[src/rtl/warmup_toy_pkg.sv]
// Shared types and helpers for the warm-up-locked toy datapath.
package warmup_toy_pkg;

    // Operation encodings carried on the 2-bit op input.
    typedef enum logic [1:0] {
        OP_LOAD = 2'b00,
        OP_ADD  = 2'b01,
        OP_XOR  = 2'b10,
        OP_OUT  = 2'b11
    } op_t;

    // Upper bounds for the key vector and the warm-up step counter.
    localparam int MAX_KEY_BITS = 1024;
    localparam int STEP_W       = 8;

    // Lock state: warm-up step index plus the absorbing functional flag.
    typedef struct packed {
        logic              func;
        logic [STEP_W-1:0] step;
    } lock_state_t;

    localparam lock_state_t LOCK_RESET = '{func: 1'b0, step: '0};

    // Extracts key word idx (word_w bits each, word 0 in the LSBs), zero-extended.
    function automatic logic [MAX_KEY_BITS-1:0] key_word(
        input logic [MAX_KEY_BITS-1:0] key,
        input int unsigned             idx,
        input int unsigned             word_w
    );
        return (key >> (idx * word_w)) &
               ((MAX_KEY_BITS'(1) << word_w) - MAX_KEY_BITS'(1));
    endfunction

endpackage

[src/rtl/warmup_key_checker.sv]
// Warm-up step counter: walks the key sequence and flags completion in done.
module warmup_key_checker
    import warmup_toy_pkg::*;
#(
    parameter int                          DW      = 8,
    parameter int                          KEY_LEN = 4,
    parameter logic [KEY_LEN*(DW+2)-1:0]   KEY     = {10'h2A5, 10'h15A, 10'h3C3, 10'h0F0}
) (
    input  logic          clk,
    input  logic          rst,
    input  logic [1:0]    op,
    input  logic [DW-1:0] datain,
    output logic          done
);

    localparam int WW = DW + 2;
    localparam int KB = KEY_LEN * WW;

    lock_state_t             r_state;
    lock_state_t             w_state_next;
    logic [MAX_KEY_BITS-1:0] w_key_ext;
    logic [MAX_KEY_BITS-1:0] w_sample_ext;
    logic                    w_hit_step;
    logic                    w_hit_first;

    assign w_key_ext    = {{(MAX_KEY_BITS-KB){1'b0}}, KEY};
    assign w_sample_ext = {{(MAX_KEY_BITS-WW){1'b0}}, op, datain};
    assign w_hit_step   = (key_word(w_key_ext, 32'(r_state.step), WW) == w_sample_ext);
    assign w_hit_first  = (key_word(w_key_ext, 0, WW) == w_sample_ext);
    assign done         = r_state.func;

    // State register.
    // NOTE: sequential state uses <= so every flop samples pre-edge values together.
    always_ff @(posedge clk or negedge rst) begin
        if (!rst) begin
            r_state <= LOCK_RESET;
        end else begin
            r_state <= w_state_next;
        end
    end

    // Next-state: advance on a match, fall back to step 1 or 0 on a miss, FUNC absorbs.
    // NOTE: default assigned first so no path through this block can infer a latch.
    always_comb begin
        w_state_next = r_state;
        if (!r_state.func) begin
            if (w_hit_step) begin
                if (r_state.step == STEP_W'(KEY_LEN - 1)) begin
                    w_state_next.func = 1'b1;
                    w_state_next.step = '0;
                end else begin
                    w_state_next.step = r_state.step + STEP_W'(1);
                end
            end else if (w_hit_first) begin
                w_state_next.step = STEP_W'(1);
            end else begin
                w_state_next.step = '0;
            end
        end
    end

endmodule

[src/rtl/warmup_locked_toy.sv]
// Toy accumulator datapath that stays inert until the warm-up key has been applied.
module warmup_locked_toy
    import warmup_toy_pkg::*;
#(
    parameter int                          DW      = 8,
    parameter int                          KEY_LEN = 4,
    parameter logic [KEY_LEN*(DW+2)-1:0]   KEY     = {10'h2A5, 10'h15A, 10'h3C3, 10'h0F0},
    parameter bit                          SAT_ADD = 1'b0
) (
    input  logic          clk,
    input  logic          rst,
    input  logic [DW-1:0] datain,
    input  logic [1:0]    op,
    output logic [DW-1:0] dataout,
    output logic          valid,
    output logic          unlocked
);

    logic [DW-1:0] r_acc;
    logic [DW-1:0] r_dataout;
    logic          r_valid;
    logic          w_unlocked;
    logic [DW:0]   w_sum;
    logic [DW-1:0] w_add;

    warmup_key_checker #(
        .DW      (DW),
        .KEY_LEN (KEY_LEN),
        .KEY     (KEY)
    ) u_key_checker (
        .clk    (clk),
        .rst    (rst),
        .op     (op),
        .datain (datain),
        .done   (w_unlocked)
    );

    // Carry-out of the add selects the clamp when saturation is enabled.
    assign w_sum = {1'b0, r_acc} + {1'b0, datain};
    assign w_add = (SAT_ADD && w_sum[DW]) ? {DW{1'b1}} : w_sum[DW-1:0];

    // Functional datapath: only runs once the key checker reports done.
    always_ff @(posedge clk or negedge rst) begin
        if (!rst) begin
            r_acc     <= '0;
            r_dataout <= '0;
            r_valid   <= 1'b0;
        end else begin
            r_valid <= 1'b0;
            if (w_unlocked) begin
                unique case (op_t'(op))
                    OP_LOAD: r_acc <= datain;
                    OP_ADD:  r_acc <= w_add;
                    OP_XOR:  r_acc <= r_acc ^ datain;
                    OP_OUT: begin
                        r_dataout <= r_acc;
                        r_valid   <= 1'b1;
                    end
                endcase
            end
        end
    end

    assign dataout  = r_dataout;
    assign valid    = r_valid;
    assign unlocked = w_unlocked;

endmodule
[config.mk]
export PLATFORM = sky130hd
export DESIGN_NAME = warmup_locked_toy
export DESIGN_NICKNAME = d
export VERILOG_FILES = /design/src/rtl/warmup_toy_pkg.sv /design/src/rtl/warmup_key_checker.sv /design/src/rtl/warmup_locked_toy.sv
export SDC_FILE = /design/constraint.sdc
export NUM_CORES = 1
export LEC_CHECK = 0
export ABC_AREA = 1
export BUFFER_PORTS_ARGS = -buffer_cell sky130_fd_sc_hd__buf_2
export CAP_MARGIN = 15
export CORE_MARGIN = 5
export CORE_UTILIZATION = 30
export CTS_BUF_LIST = sky130_fd_sc_hd__clkbuf_4 sky130_fd_sc_hd__clkbuf_8 sky130_fd_sc_hd__clkbuf_16
export CTS_CLUSTER_DIAMETER = 100
export DETAILED_ROUTE_END_ITERATION = 7
export PLACE_DENSITY = 0.52
export REMOVE_ABC_BUFFERS = 1
export SKIP_CTS_REPAIR_TIMING = 1
export SLEW_MARGIN = 20
export SYNTH_ARGS = -nofsm -noshare
export SYNTH_HDL_FRONTEND = slang
export SYNTH_SLANG_ARGS = --single-unit
[constraint.sdc]
create_clock -name clk -period 4.6 [get_ports clk]
set_input_delay 0.92 -clock clk [delete_from_list [all_inputs] [get_ports clk]]
set_output_delay 0.92 -clock clk [all_outputs]
set_load 0.005 [all_outputs]
### After elaboration in Yosys (flattened, before gate mapping)

Index checks and enable logic that the tools add are counted.
W data, S select, Z words.

| storage, ports and cells | value |
|---|---|
| register bits after elaboration | 26 |
| bits in latches | 0 |
| RAM bits | 0 |
| ROM bits | 0 |
| input bits | 12 |
| output and inout bits | 10 |
| word-level logic and storage cells | 29 |
| memories | 0 |

| operators by class | value |
|---|---|
| $add $sub $neg | 2 |
| multipliers | 1 |
| div/mod/pow operators | 0 |
| $lt $le $gt $ge | 0 |
| eq/ne operators | 6 |
| shift-type cells | 1 |
| mux-type cells | 9 |
| bitwise logic cells | 1 |
| reductions and logical operators | 4 |

Operators by type and width:

| cell | number |
|---|---|
| $shr A40 B12 Y10 const A | 1 |
| $pmux W8 S3 | 1 |
| $mux W8 | 2 |
| $mul A8 B3 Y11 const B | 1 |
| $eq A10 B10 Y1 | 1 |
| $eq A8 B10 Y1 const A | 1 |
| $mux W9 | 1 |
| $add A8 B1 Y8 const B | 1 |
| $add A8 B8 Y8 | 1 |
| $eq A8 B2 Y1 const B | 1 |
| $xor A8 B8 Y8 | 1 |
| $mux W1 | 5 |
| $eq A2 B2 Y1 const B | 2 |
| $reduce_and A2 Y1 | 2 |
| $reduce_bool A3 Y1 | 1 |
| $eq A2 B1 Y1 const B | 1 |
| $logic_not A2 Y1 | 1 |

### Logic depth before layout (Yosys ltp)

| depth | value |
|---|---|
| word-level depth | 5 |
| gate-level depth with buffers | 14 |
| depth with buffers taken out | 13 |

### By module

Synthesis repeated with hierarchy kept, for this count alone.

| unflattened totals | value |
|---|---|
| cell total of the unflattened synthesis | 311 |
| area total of the unflattened synthesis | 2,127.0 um^2 |

By module, submodules not included:

| module | instances | cells an instance | area an instance (um^2) | seq. area each (um^2) |
|---|---|---|---|---|
| warmup_locked_toy | 1 | 166 | 1,199.9 | 425.4 |
| warmup_key_checker | 1 | 145 | 927.1 | 225.2 |

### Worst setup path after synthesis

OpenSTA, ideal clock, no wires.

| timing path | value |
|---|---|
| kind | input to register |
| start | input port datain[0] |
| end | register r_acc[6] |
| setup time | 132 ps |
| arrival | 2,190 ps |
| required time | 4,468 ps |
| slack | 2,278 ps |
| cell stages on the path | 11 |
| path buffers | 0 |
| path through | ha_1 > fa_1 > nand3_1 > nand2_1 > nand2_1 > nand2_1 > a21oi_1 > and2_1 > o21ai_0 > nand2_1 > o21ai_0 |

| between the ends | value |
|---|---|
| cells in the longest elaborated chain, start to end | 2 |

RTL lines:

| element | RTL line | source |
|---|---|---|
| start: declaration | warmup_locked_toy.sv:12 | `input logic [DW-1:0] datain,` |
| $add A8 B8 Y8 | warmup_locked_toy.sv:39 | `assign w_sum = {1'b0, r_acc} + {1'b0, datain};` |
| $pmux W8 S3 | warmup_locked_toy.sv:51 | `unique case (op_t'(op))` |
| end signal: assignment | warmup_locked_toy.sv:52 | `OP_LOAD: r_acc <= datain;` |
| end signal: assignment | warmup_locked_toy.sv:53 | `OP_ADD: r_acc <= w_add;` |
| end signal: assignment | warmup_locked_toy.sv:54 | `OP_XOR: r_acc <= r_acc ^ datain;` |
| end: declaration | warmup_locked_toy.sv:19 | `logic [DW-1:0] r_acc;` |

Every way passes these cells.
A chain may end at the register's enable or synchronous reset.

### Worst setup path in the final report

| timing path | value |
|---|---|
| start | input port datain[2] |
| end | register r_acc[7] |

Same word-level chain as after synthesis.

==> run metrics <==
final net count=330; Initial Util=30.45%; worst-skew pair later-pin latency=0.27 ns; Post-Route Setup TNS=0 ns; core area=6719 um2; Max Cap Violations=0; fmax=0.4157 GHz; Final Setup Violations=0; clk slew on worst S/H paths=0.09 ns; commonest non-fill, non-tap cell in the layout=nand2_1; sw frac=30.37%; Gate power share=26.1%; WP data arrival=2.61 ns; first-pass GRT wire length=9321 um; Setup crit start=datain[2]; worst-path cell chain=buf_2 -> ha_1 -> nand3_1 -> nand2_1 -> nand2_1 -> o21ai_0 -> inv_1 -> nor2_1 -> nor2_1 -> nand2_1 -> nand3_1 -> nand2_1 -> nand2_1 -> nand2_1; area delta synth->final=11.50%; Inserted Clock Buffers=3; pwr dens=273.6 nW/um2; Tmin final=2.406 ns; antenna violations before repair=0; Top cell by count, worst path=nand2_1; Critical R2R Launch=r_acc[2]; Die Ht=92.58 um; Via density=5.013; R2R Path End=r_acc[7]; distinct cell type count after synthesis=34; CTS Buffer Depth=2; vias in the first global route=1863; number of slew-limit violations in the final report=0; Seq/Total Area, Yosys=31.80%; maximum vdd ir drop=0.09885 mV; Max FO, Critical Path=6; CTS Sinks=26; commonest non-fill, non-tap cells in the layout=73 x nand2_1, 34 x inv_1, 26 x dfrtp_1; pre-CTS setup slack=1.952 ns; Req. time, crit path=4.81 ns; CP Buf/Inv Count=2; # port buffers=21; area leader, netlist=dfrtp_1; Psw=0.1895 mW; RSZ-0062 raised after global routing=false; CP endpoint=r_acc[7]; largest net degree at the start of global routing=27; post-synth top area share=31.80%; Placer Congestion=0.8663; crit-path max cell delay=0.38 ns; critical path capture point type=flop; CTS tree=yes; R2R depth=13; CTS H-tree lvls=1; DR WL/cell=14.04 um; Final Hold Fails=0; worst-margin pin slew=0.7215 ns; status=finished, final reports clean; vias post-DR=1920; Ant. Diodes=0; Critical Setup Path Class=in -> reg; Int Pwr=0.4345 mW; Levels on crit path=14; Syn Area/Cell=7.203 um2; leakage power total=1.177 nW; total congestion overflow=0; hold crit path type=reg -> reg; Post-synth EDFFs=0; post-synthesis async set-or-reset flop share=100.0%; synthesized flop and latch total=26; HPWL Detailed=4215 um; Die X=92.58 um; number of remaining DRC errors=0; cells after synthesis=284; CP top delay family=simple AND/OR/NAND/NOR gates; crit share post-route=52.29%; Total Routing Usage GR=13.36%; register share of total power=43.9%; Worst setup SP type=input pin; Critical Path Slowest Stage Cell=ha_1; Yosys warning count=0; slack of the critical path=2.194 ns; Initial DRT Pass Iterations=4; I/O pin count=22; fraction of layout cells with a size suffix above 1=14.52%; Slew headroom=51.72%; reg-to-reg slack, setup=2.56 ns; die footprint=8570 um2; Rows=30; Clock Skew=0.007132 ns; Routed WL=5376 um; cell chosen for the clock root=clkbuf_8; clock power share=30.0%; initial DRC count=96; ys flop type=dfrtp_1; top cells by area, synth=dfrtp_1 32%, nand2_1 13%, ha_1 8.0%; Post-Syn Area=2046 um2; antenna-violating nets left=0
==> per-stage QoR <==
| step | instances | util (%) | hold WS, ns | total power, mW | cell area (um2) |
|---|---|---|---|---|---|
| final | 383 | 33.95 | 0.4867 | 0.6240 | 2281 |
| after global routing | 383 | 33.95 | 0.5094 | 0.6675 | 2281 |
| after CTS | 383 | 33.95 | 0.4882 | 0.6302 | 2281 |
| after detailed placement | 379 | 32.89 | 0.4650 | 0.4406 | 2210 |
| after global placement | 379 | 32.89 | 0.4609 | 0.4409 | 2210 |
| after floorplan | 278 | - | 0.4678 | 0.3796 | 2004 |
==> layer usage <==
layer | routed length, um | track usage [%] | vias up
li1 | - | - | 989
met1 | 2850 | 20.70 | 882
met2 | 2203 | 19.64 | 45
met3 | 240 | 1.137 | 4
met4 | 82 | 3.465 | 0
met5 | 0 | 0 | -
==> registers in the layout, indices dropped and copies added, names as in the netlist <==
register               flops
dataout                    8
r_acc                      8
u_key_checker.r_state      8
u_key_checker.done         1
valid                      1
==> Yosys cell counts (2+ instances only) <==
cell and number:
a21oi_1 15, buf_6 2, clkbuf_1 3, dfrtp_1 26, ha_1 13, inv_1 34, inv_2 4, nand2_1 73
nand3_1 25, nand3_2 3, nand4_1 12, nor2_1 12, nor2_2 4, nor2_4 2, nor3_1 3, nor3_2 2
o211ai_1 5, o21ai_0 23, o21ai_1 2, o22ai_1 5, xor2_1 3
==> area by class of cell <==
type                            instances  area, um2
Tap cell                               80      100.1
Sequential cell                        26      650.6
Timing Repair Buffer                   21      105.1
Clock inverter                          1      30.03
Clock buffer                            3      41.29
Multi-Input combinational cell        213       1207
Fill cell                             745       4438
Inverter                               39      146.4
==> power groups by stage <==
| stage | sequential [mW] | clock, mW | combinational, mW |
|---|---|---|---|
| floorplan | 0.274 | 0 | 0.106 |
| global placement | 0.278 | 0 | 0.163 |
| detailed placement | 0.278 | 0 | 0.162 |
| CTS | 0.274 | 0.193 | 0.163 |
| global route | 0.278 | 0.202 | 0.188 |
| finish | 0.274 | 0.187 | 0.163 |
==> worst reg2reg max path: cells and delay by family (launching register included) <==
family                   cells  cell delay [ns]
AND/OR/NAND/NOR             10             0.78
flip-flops                   1             0.42
adder cells (fa/ha/maj)      1             0.39
AO/OA/AOI/OAI                1             0.31
buffers and inverters        1             0.07
==> cells by family (layout without fill, tap and decap cells) <==
kind of cell             after synthesis  count (layout)  synth area share (%)
flip-flops                            26              26                 31.80
AND/OR/NAND/NOR                      141             141                 33.64
XOR/XNOR                               4               4                 1.713
adder cells (fa/ha/maj)               14              14                 8.930
buffers and inverters                 45              64                 9.174
AO/OA/AOI/OAI                         54              54                 14.74
==> worst min path at each step <==
| stage | startpoint | to | slack [ns] | depth (start not counted) |
|---|---|---|---|---|
| 3_3_place_gp | dataout[3] | dataout[3] | 0.46 | 2 |
| 6_report | dataout[4] | dataout[4] | 0.49 | 2 |
| 3_5_place_dp | dataout[5] | dataout[5] | 0.46 | 2 |
| 4_1_cts | dataout[5] | dataout[5] | 0.49 | 2 |
| 2_1_floorplan | r_acc[5] | dataout[5] | 0.47 | 2 |
| 5_1_grt | dataout[5] | dataout[5] | 0.51 | 2 |
(Power assumes the default switching activity.)
